$ cat config.mk
export PLATFORM = sky130hd
export DESIGN_NAME = exe_stage
export DESIGN_NICKNAME = d
export VERILOG_FILES = /design/src/rtl/exe_stage_pkg.sv /design/src/rtl/alu.sv /design/src/rtl/exe_stage_div_unit.sv /design/src/rtl/exe_stage.sv
export SDC_FILE = /design/constraint.sdc
export NUM_CORES = 1
export LEC_CHECK = 0
export BUFFER_PORTS_ARGS = -buffer_cell sky130_fd_sc_hd__buf_2
export CORE_MARGIN = 3
export CORE_UTILIZATION = 37
export CTS_CLUSTER_SIZE = 28
export DETAILED_ROUTE_END_ITERATION = 8
export PLACE_DENSITY_LB_ADDON = 0.05
export SLEW_MARGIN = 25
export SYNTH_ARGS = -nofsm -noshare
export SYNTH_HDL_FRONTEND = slang
export SYNTH_SLANG_ARGS = --single-unit
$ cat constraint.sdc
create_clock -name clk -period 6.2 [get_ports clk]
set_input_delay 1.24 -clock clk [delete_from_list [all_inputs] [get_ports clk]]
set_output_delay 1.24 -clock clk [all_outputs]
set_load 0.05 [all_outputs]
$ cat src/rtl/exe_stage_pkg.sv
// Shared constants for the execute stage: bus widths, field indices, divider states.
// Also hosts the store lane helpers so the byte-lane policy lives in one place.
package exe_stage_pkg;

    localparam int DS_TO_ES_BUS_WD = 161;
    localparam int ES_TO_MS_BUS_WD = 119;
    localparam int ES_FWD_BUS_WD   = 39;

    localparam int EXT_LB  = 0;
    localparam int EXT_LBU = 1;
    localparam int EXT_LH  = 2;
    localparam int EXT_LHU = 3;
    localparam int EXT_LWL = 4;
    localparam int EXT_LWR = 5;
    localparam int EXT_SB  = 6;
    localparam int EXT_SH  = 7;
    localparam int EXT_SWL = 8;
    localparam int EXT_SWR = 9;

    localparam int MD_MULT  = 0;
    localparam int MD_MULTU = 1;
    localparam int MD_DIV   = 2;
    localparam int MD_DIVU  = 3;
    localparam int MD_MTHI  = 4;
    localparam int MD_MTLO  = 5;

    localparam int HR_MFHI = 0;
    localparam int HR_MFLO = 1;

    localparam int ALU_ADD  = 0;
    localparam int ALU_SUB  = 1;
    localparam int ALU_SLT  = 2;
    localparam int ALU_SLTU = 3;
    localparam int ALU_AND  = 4;
    localparam int ALU_NOR  = 5;
    localparam int ALU_OR   = 6;
    localparam int ALU_XOR  = 7;
    localparam int ALU_SLL  = 8;
    localparam int ALU_SRL  = 9;
    localparam int ALU_SRA  = 10;
    localparam int ALU_LUI  = 11;

    typedef enum logic [1:0] {
        IDLE = 2'd0,
        BUSY = 2'd1,
        DONE = 2'd2
    } div_state_e;

    // First field is the MSB of the decode->execute bus.
    typedef struct packed {
        logic [1:0]  hilo_rd;
        logic [5:0]  md_op;
        logic [15:0] extend_bus;
        logic [11:0] alu_op;
        logic        imm_zext;
        logic        src2_is_8;
        logic        src2_is_imm;
        logic        src1_is_pc;
        logic        src1_is_sa;
        logic        res_from_mem;
        logic        mem_we;
        logic        gr_we;
        logic [4:0]  dest;
        logic [15:0] imm;
        logic [31:0] rs_value;
        logic [31:0] rt_value;
        logic [31:0] pc;
    } ds_bus_t;

    function automatic logic [3:0] store_wen(input logic [15:0] ext, input logic [1:0] off);
        logic [3:0] w;
        w = 4'b1111;
        if (ext[EXT_SB])       w = 4'b0001 << off;
        else if (ext[EXT_SH])  w = off[1] ? 4'b1100 : 4'b0011;
        else if (ext[EXT_SWL]) w = 4'b1111 >> (2'd3 - off);
        else if (ext[EXT_SWR]) w = 4'b1111 << off;
        return w;
    endfunction

    function automatic logic [31:0] store_wdata(input logic [15:0] ext, input logic [31:0] rt,
                                                input logic [1:0] off);
        logic [31:0] d;
        d = rt;
        if (ext[EXT_SB])       d = {4{rt[7:0]}};
        else if (ext[EXT_SH])  d = {2{rt[15:0]}};
        else if (ext[EXT_SWL]) d = rt >> {(2'd3 - off), 3'b000};
        else if (ext[EXT_SWR]) d = rt << {off, 3'b000};
        return d;
    endfunction

endpackage

$ cat src/rtl/alu.sv
// Twelve-op integer ALU; alu_op is one-hot, results of selected ops are OR-ed together.
module alu
    import exe_stage_pkg::*;
(
    input  logic [11:0] alu_op,
    input  logic [31:0] alu_src1,
    input  logic [31:0] alu_src2,
    output logic [31:0] alu_result
);

    logic [31:0] add_r;
    logic [31:0] sub_r;
    logic [31:0] slt_r;
    logic [31:0] sltu_r;
    logic [31:0] sra_r;

    assign add_r  = alu_src1 + alu_src2;
    assign sub_r  = alu_src1 - alu_src2;
    assign slt_r  = {31'd0, ($signed(alu_src1) < $signed(alu_src2))};
    assign sltu_r = {31'd0, (alu_src1 < alu_src2)};
    assign sra_r  = $signed(alu_src2) >>> alu_src1[4:0];

    always_comb begin
        alu_result = 32'd0;
        if (alu_op[ALU_ADD])  alu_result = alu_result | add_r;
        if (alu_op[ALU_SUB])  alu_result = alu_result | sub_r;
        if (alu_op[ALU_SLT])  alu_result = alu_result | slt_r;
        if (alu_op[ALU_SLTU]) alu_result = alu_result | sltu_r;
        if (alu_op[ALU_AND])  alu_result = alu_result | (alu_src1 & alu_src2);
        if (alu_op[ALU_NOR])  alu_result = alu_result | ~(alu_src1 | alu_src2);
        if (alu_op[ALU_OR])   alu_result = alu_result | (alu_src1 | alu_src2);
        if (alu_op[ALU_XOR])  alu_result = alu_result | (alu_src1 ^ alu_src2);
        if (alu_op[ALU_SLL])  alu_result = alu_result | (alu_src2 << alu_src1[4:0]);
        if (alu_op[ALU_SRL])  alu_result = alu_result | (alu_src2 >> alu_src1[4:0]);
        if (alu_op[ALU_SRA])  alu_result = alu_result | sra_r;
        if (alu_op[ALU_LUI])  alu_result = alu_result | {alu_src2[15:0], 16'd0};
    end

endmodule

$ cat src/rtl/exe_stage_div_unit.sv
// div_unit: radix-2 restoring divider on magnitudes, 32 iterations, sign fix-up on output.
// Results stay stable in DONE until ack; divide by zero yields quotient all-ones, remainder = dividend.
module div_unit
    import exe_stage_pkg::*;
(
    input  logic        clk,
    input  logic        reset,
    input  logic        start,
    input  logic        signed_op,
    input  logic [31:0] dividend,
    input  logic [31:0] divisor,
    input  logic        ack,
    output logic        done,
    output logic [31:0] quotient,
    output logic [31:0] remainder
);

    div_state_e  state;
    div_state_e  state_next;
    logic [4:0]  cnt;
    logic [31:0] q_reg;
    logic [31:0] r_reg;
    logic [31:0] d_reg;
    logic        q_neg;
    logic        r_neg;
    logic        by_zero;
    logic [31:0] dividend_mag;
    logic [31:0] divisor_mag;
    logic [32:0] trial;

    assign dividend_mag = (signed_op && dividend[31]) ? -dividend : dividend;
    assign divisor_mag  = (signed_op && divisor[31])  ? -divisor  : divisor;

    always_comb begin
        state_next = state;
        case (state)
            IDLE:    if (start) state_next = BUSY;
            BUSY:    if (cnt == 5'd31) state_next = DONE;
            DONE:    if (ack) state_next = IDLE;
            default: state_next = IDLE;
        endcase
    end

    always_ff @(posedge clk) begin
        if (reset) state <= IDLE;
        else       state <= state_next;
    end

    // Borrow out of the 33-bit trial subtraction means the divisor did not fit.
    assign trial = {r_reg, q_reg[31]} - {1'b0, d_reg};

    always_ff @(posedge clk) begin
        if (reset) begin
            cnt     <= 5'd0;
            q_reg   <= 32'd0;
            r_reg   <= 32'd0;
            d_reg   <= 32'd0;
            q_neg   <= 1'b0;
            r_neg   <= 1'b0;
            by_zero <= 1'b0;
        end else if (state == IDLE && start) begin
            cnt     <= 5'd0;
            q_reg   <= dividend_mag;
            r_reg   <= 32'd0;
            d_reg   <= divisor_mag;
            q_neg   <= signed_op & (dividend[31] ^ divisor[31]);
            r_neg   <= signed_op & dividend[31];
            by_zero <= (divisor == 32'd0);
        end else if (state == BUSY) begin
            cnt <= cnt + 5'd1;
            if (!trial[32]) begin
                r_reg <= trial[31:0];
                q_reg <= {q_reg[30:0], 1'b1};
            end else begin
                r_reg <= {r_reg[30:0], q_reg[31]};
                q_reg <= {q_reg[30:0], 1'b0};
            end
        end
    end

    assign done      = (state == DONE);
    assign quotient  = by_zero ? 32'hFFFF_FFFF : (q_neg ? -q_reg : q_reg);
    assign remainder = r_neg ? -r_reg : r_reg;

endmodule

$ cat src/rtl/exe_stage.sv
// exe_stage: MIPS execute stage - ALU, store lane alignment, SRAM request, HI/LO and divider stall.
// Define MULDIV_EN to build HI/LO, the multiplier and div_unit; otherwise mult/div/mf/mt are ignored.
module exe_stage
    import exe_stage_pkg::*;
(
    input  logic                       clk,
    input  logic                       reset,
    input  logic                       ms_allowin,
    output logic                       es_allowin,
    input  logic                       ds_to_es_valid,
    input  logic [DS_TO_ES_BUS_WD-1:0] ds_to_es_bus,
    output logic                       es_to_ms_valid,
    output logic [ES_TO_MS_BUS_WD-1:0] es_to_ms_bus,
    output logic [ES_FWD_BUS_WD-1:0]   es_to_ds_fwd,
    output logic                       data_sram_en,
    output logic [3:0]                 data_sram_wen,
    output logic [31:0]                data_sram_addr,
    output logic [31:0]                data_sram_wdata
);

    // valid/ready: an instruction moves on a clock edge when the sender's valid and the
    // receiver's allowin are both high; valid is never withdrawn while waiting.
    logic        es_valid;
    logic        es_ready_go;
    logic        handoff;
    ds_bus_t     ds_r;
    logic [31:0] imm_ext;
    logic [31:0] alu_src1;
    logic [31:0] alu_src2;
    logic [31:0] alu_result;
    logic [31:0] es_result;
    logic [1:0]  off;

    assign es_allowin     = !es_valid || (es_ready_go && ms_allowin);
    assign es_to_ms_valid = es_valid && es_ready_go;
    assign handoff        = es_to_ms_valid && ms_allowin;

    always_ff @(posedge clk) begin
        if (reset)           es_valid <= 1'b0;
        else if (es_allowin) es_valid <= ds_to_es_valid;
    end

    always_ff @(posedge clk) begin
        if (reset)                             ds_r <= '0;
        else if (ds_to_es_valid && es_allowin) ds_r <= ds_bus_t'(ds_to_es_bus);
    end

    assign imm_ext  = ds_r.imm_zext ? {16'd0, ds_r.imm} : {{16{ds_r.imm[15]}}, ds_r.imm};
    assign alu_src1 = ds_r.src1_is_sa ? {27'd0, ds_r.imm[10:6]} :
                      ds_r.src1_is_pc ? ds_r.pc : ds_r.rs_value;
    assign alu_src2 = ds_r.src2_is_8   ? 32'd8 :
                      ds_r.src2_is_imm ? imm_ext : ds_r.rt_value;

    alu u_alu (
        .alu_op     (ds_r.alu_op),
        .alu_src1   (alu_src1),
        .alu_src2   (alu_src2),
        .alu_result (alu_result)
    );

`ifdef MULDIV_EN
    logic [31:0] hi;
    logic [31:0] lo;
    logic [63:0] prod_s;
    logic [63:0] prod_u;
    logic [31:0] quotient;
    logic [31:0] remainder;
    logic        div_done;
    logic        is_div;
    logic        is_mul;

    assign is_div = ds_r.md_op[MD_DIV]  | ds_r.md_op[MD_DIVU];
    assign is_mul = ds_r.md_op[MD_MULT] | ds_r.md_op[MD_MULTU];

    // Operands widened first so the signed product is exact in 64 bits.
    assign prod_s = $signed({{32{ds_r.rs_value[31]}}, ds_r.rs_value}) *
                    $signed({{32{ds_r.rt_value[31]}}, ds_r.rt_value});
    assign prod_u = {32'd0, ds_r.rs_value} * {32'd0, ds_r.rt_value};

    div_unit u_div (
        .clk       (clk),
        .reset     (reset),
        .start     (es_valid & is_div),
        .signed_op (ds_r.md_op[MD_DIV]),
        .dividend  (ds_r.rs_value),
        .divisor   (ds_r.rt_value),
        .ack       (handoff),
        .done      (div_done),
        .quotient  (quotient),
        .remainder (remainder)
    );

    assign es_ready_go = !is_div || div_done;

    always_ff @(posedge clk) begin
        if (reset) begin
            hi <= 32'd0;
            lo <= 32'd0;
        end else if (handoff) begin
            if (is_mul) begin
                {hi, lo} <= ds_r.md_op[MD_MULT] ? prod_s : prod_u;
            end else if (is_div) begin
                hi <= remainder;
                lo <= quotient;
            end else begin
                if (ds_r.md_op[MD_MTHI]) hi <= ds_r.rs_value;
                if (ds_r.md_op[MD_MTLO]) lo <= ds_r.rs_value;
            end
        end
    end

    assign es_result = ds_r.hilo_rd[HR_MFHI] ? hi :
                       ds_r.hilo_rd[HR_MFLO] ? lo : alu_result;
`else
    logic md_unused;

    assign md_unused   = ^{ds_r.md_op, ds_r.hilo_rd};
    assign es_ready_go = 1'b1;
    assign es_result   = alu_result;
`endif

    assign es_to_ms_bus = es_to_ms_valid ?
        {ds_r.rt_value, ds_r.extend_bus, ds_r.res_from_mem, ds_r.gr_we, ds_r.dest, es_result, ds_r.pc} :
        '0;
    assign es_to_ds_fwd = (es_valid && ds_r.gr_we) ?
        {1'b1, ds_r.res_from_mem, ds_r.dest, es_result} : '0;

    assign off             = alu_result[1:0];
    assign data_sram_en    = es_valid && (ds_r.mem_we || ds_r.res_from_mem);
    assign data_sram_wen   = (es_valid && ds_r.mem_we) ? store_wen(ds_r.extend_bus, off) : 4'b0000;
    assign data_sram_addr  = {alu_result[31:2], 2'b00};
    assign data_sram_wdata = store_wdata(ds_r.extend_bus, ds_r.rt_value, off);

endmodule

==> metrics.md <==
| Metric | Value |
|---|---|
| Via-to-Cell Ratio | `roughly 5.9` |
| Clock-pin slew of the registers on the worst-case setup and hold paths | `approximately 0.070 ns` |
| Clk root buf | `clkbuf_16` |
| # clock sinks | `154` |
| Syn-to-layout area delta | `28.44%` |
| Starting Density | `0.3787` |
| Post-Synth XOR/XNOR Area | `0.02605` |
| Initial DRC count | `between 2000 and 2500` |
| Placer congestion estimate | `between 1 and 1.5` |
| Initial antenna violation count | `8` |
| Drt total wl | `roughly 96000 um` |
| Layout cells sized above 1 | `0.2784` |
| Worst skew pair latency | `0.45 ns` |
| # fillers | `about 4800` |
| WL/cell | `26.28 um` |
| Crit path DAT | `approximately 4.9 ns` |
| Final min period | `~6 ns` |
| Max Slew Vio Count | `0` |
| Area share of fa/ha/maj cells after synthesis | `0.07527` |
| I/O Buffers | `between 300 and 400` |
| Setup crit end kind | `output port` |
| Tcrit/Tclk final | `0.9819` |
| DP Worst Slack | `-0.2554 ns` |
| Pre-Repair DR Iteration Count | `8` |
| Total buffers and inverters traversed by the critical path | `9` |
| Worst-path cell chain | `buf_12, mux2_2, nor2b_4, inv_1, ha_1, nor2b_2, nor4b_2, buf_4, o311a_1, nor2_2, a21oi_2, buf_4, a21oi_1, buf_4, nor3_4, buf_12, nor2b_1, and2_1, buf_4, buf_4, a22oi_1, o22ai_1, buf_4` |
| Top-area cell type share of the netlist area | `0.1730` |
| Synth Flop Type | `dfxtp_1` |
| Met2 WL | `roughly 42000 um` |
| Nets | `3300` |
| Simple-Gate Fraction of Synth Area | `0.2474` |
| P_sw | `2456 uW` |
| Met3 WL | `between 7000 and 8000 um` |
| CP max-delay cell | `dfxtp_4` |
| Skew final | `approximately 0.017 ns` |
| Internal power | `about 2600 uW` |
| Core Box Area | `47050 um^2` |
| CTS Hold Bufs | `0` |
| Reg power frac | `0.221` |
| RSZ-0062 raised after global routing | `true` |
| Synthesis warning total | `0` |
| Antenna viol nets, final | `0` |
| Maximum clock frequency | `164.3 MHz` |
| Synth top cells by count | `nand2_1, a21oi_1, mux2i_1` |
| Comb power frac | `0.574` |
| Worst Path Required | `4.96 ns` |
| Largest delay contributor family on the critical path | `buffers and inverters` |
| Clock power share | `0.206` |
| Die width | `between 200 and 250 um` |
| Synth top area cells | `dfxtp_1, nand2_1, mux2i_1` |
| Multiplexer share of the synthesized area | `0.1329` |
| Most frequent cell after synthesis | `nand2_1` |
| Slew HR | `0.3209` |
| Setup CP Type | `reg2out` |
| Largest family of logic cells by synthesized area | `compound AO/OA/AOI/OAI gates` |
| FF+latch count, synth | `154` |
| Synth Area per Inst | `6.877 um^2` |
| TritonCTS Buffers | `17` |
| Post-layout util | `0.4864` |
| EDFF count, synth | `0` |
| Syn Std Cell Area | `17820 um^2` |
| Gr ovfl total | `0` |
| Die H | `225.5 um` |
| Post-synth ARST share | `0` |
| Residual DRC count | `0` |
| # IOs | `394` |
| Crit path launch type | `flip-flop` |
| Total number of vias | `roughly 22000` |
| Final setup margin | `around 0.11 ns` |
| First-pass GRT wire length | `between 100000 and 150000 um` |
| Placed wire-length estimate | `74860 um` |
| Max IR drop VDD | `0.1577 mV` |
| Top sig layer | `met5` |
| Mapped Cells | `2591` |
| Final setup viols | `0` |
| Largest net degree at the start of global routing | `between 100 and 150` |
| Status | `finished clean` |
| Library cells used by synthesis | `83` |
| Compound-Gate Fraction of Synth Area | `0.2646` |
| Vias in the first global route | `20520` |
| Tightest Pin Transition | `1.019 ns` |
| PD cells | `roughly 220 nW/um^2` |
| Sw frac | `0.4832` |
| Max Cap Viol | `0` |
| Hold Fails Final Rpt | `0` |
| Share of the yosys chip area belonging to registers | `0.1730` |
| Total Routing Usage GR | `0.3614` |
| Lkg Pwr | `between 0.01 and 0.015 uW` |
| Met1 wire length | `39850 um` |
| Worst path most repeated cell | `buf_4` |
| Total Die Area | `50830 um^2` |
| Worst-path fanout max | `11` |
| CTS max path bufs | `2` |
| H-tree level count | `4` |
| CP peak stage delay | `~0.38 ns` |
| # rows | `around 80` |
| Post-synth top area cell | `dfxtp_1` |
| Worst Hold Class | `reg2reg` |
| CTS tree | `built` |
## timing repair
item                                    4_1_cts  5_1_grt
pin swaps                                    11       18
gates resized for setup                      46       96
endpoints found under the setup margin       59       73
cloned                                        0        3
setup buffers                                 4        7
endpoints found under the hold margin         0        0
## cells by family (layout without fill, tap and decap cells)
kind of cell             count (synthesis)  count (layout)
AO/OA/AOI/OAI                          733             733
XOR/XNOR                                53              53
adder cells (fa/ha/maj)                106             106
buffers and inverters                  350             799
flip-flops                             154             154
multiplexers                           224             224
other                                    1               5
AND/OR/NAND/NOR                        970             971
## metal layers
metal / track usage / up-vias
met5: 0 / -
met2: 0.5554 / 1191
li1: - / 9901
met4: 0.2128 / 8
met3: 0.06148 / 228
met1: 0.4761 / 10320
## sequential cells by signal (all words and copies together) (netlist names)
name            flops
es_to_ms_valid      1
ds_r              153
## power groups by stage
stage	sequential [uW]	clock, uW	combinational (uW)
global placement	1140	0	2710
floorplan	1100	0	1730
CTS	1120	1070	2790
detailed placement	1140	0	2720
global route	1130	1100	3060
finish	1120	1050	2920
## stage by stage
| step | hold WS, ns | std cells | setup TNS [ns] | area [um^2] | total power (uW) |
|---|---|---|---|---|---|
| finish | 0.4528 | 3652 | 0 | 22890 | 5083 |
| global route | 0.4679 | 3649 | -0.05475 | 22880 | 5290 |
| CTS | 0.4545 | 3639 | 0 | 22400 | 4975 |
| detailed placement | 0.4451 | 3604 | -0.9932 | 21620 | 3861 |
| global placement | 0.4383 | 3604 | -1.092 | 21620 | 3855 |
| floorplan | 0.4315 | 2592 | 0 | 17910 | 2835 |
## placed cells by master, fill, tap and decap left out, types with 12 or more instances in the layout
master / synthesis / routed
o221ai_1: 23 / 19
nor2b_1: 39 / 35
o21ai_0: 87 / 81
nand2_1: 500 / 498
a21o_1: 43 / 39
buf_2: 30 / 358
clkbuf_16: 0 / 19
xnor2_1: 47 / 47
a22oi_1: 32 / 31
or2_2: 29 / 29
o21bai_1: 18 / 17
mux2i_1: 186 / 180
nand3_1: 23 / 23
buf_4: 15 / 244
ha_1: 104 / 96
a21oi_1: 295 / 286
nand2b_1: 24 / 24
nor2_1: 161 / 153
buf_6: 2 / 15
nand4_1: 16 / 16
a31oi_1: 17 / 12
and3_1: 14 / 14
a221oi_1: 36 / 29
nor3_1: 20 / 16
mux2_2: 31 / 29
and2_1: 119 / 118
a211oi_1: 37 / 36
inv_1: 128 / 126
o211ai_1: 35 / 35
dfxtp_1: 154 / 144
## worst register-to-register path: cells and delay by family (launching register included)
kind                   cells  cell delay, ns
AO/OA/AOI/OAI              1            0.17
flip-flops                 1            0.40
AND/OR/NAND/NOR            3            1.28
buffers and inverters      3            1.05
## worst paths after layout
| check | from | end | slack, ns | cells after the start |
|---|---|---|---|---|
| hold reg to reg | ds_r[89]$_SDFFE_PP0P_ | ds_r[89]$_SDFFE_PP0P_ | 0.45 | 2 |
| setup reg to reg | es_to_ms_valid$_SDFFE_PP0N_ | ds_r[60]$_SDFFE_PP0P_ | 3.21 | 7 |
| setup / recovery | ds_r[122]$_SDFFE_PP0P_ | data_sram_wdata[10] | 0.11 | 23 |
| hold / removal | ds_r[89]$_SDFFE_PP0P_ | ds_r[89]$_SDFFE_PP0P_ | 0.45 | 2 |
## area by class of cell
type	instances	area (um^2)	share of cell area
inverters	132	498.0	0.02176
repair buffers	635	4120	0.1800
flip-flops and latches	154	3103	0.1356
clock buffers	18	429.2	0.01875
clock inverters	14	135.1	0.005904
multi-input cells	2089	13830	0.6045
diodes	3	7.507	0.0003280
well taps	607	759.5	0.03318
(Power assumes the default switching activity.)
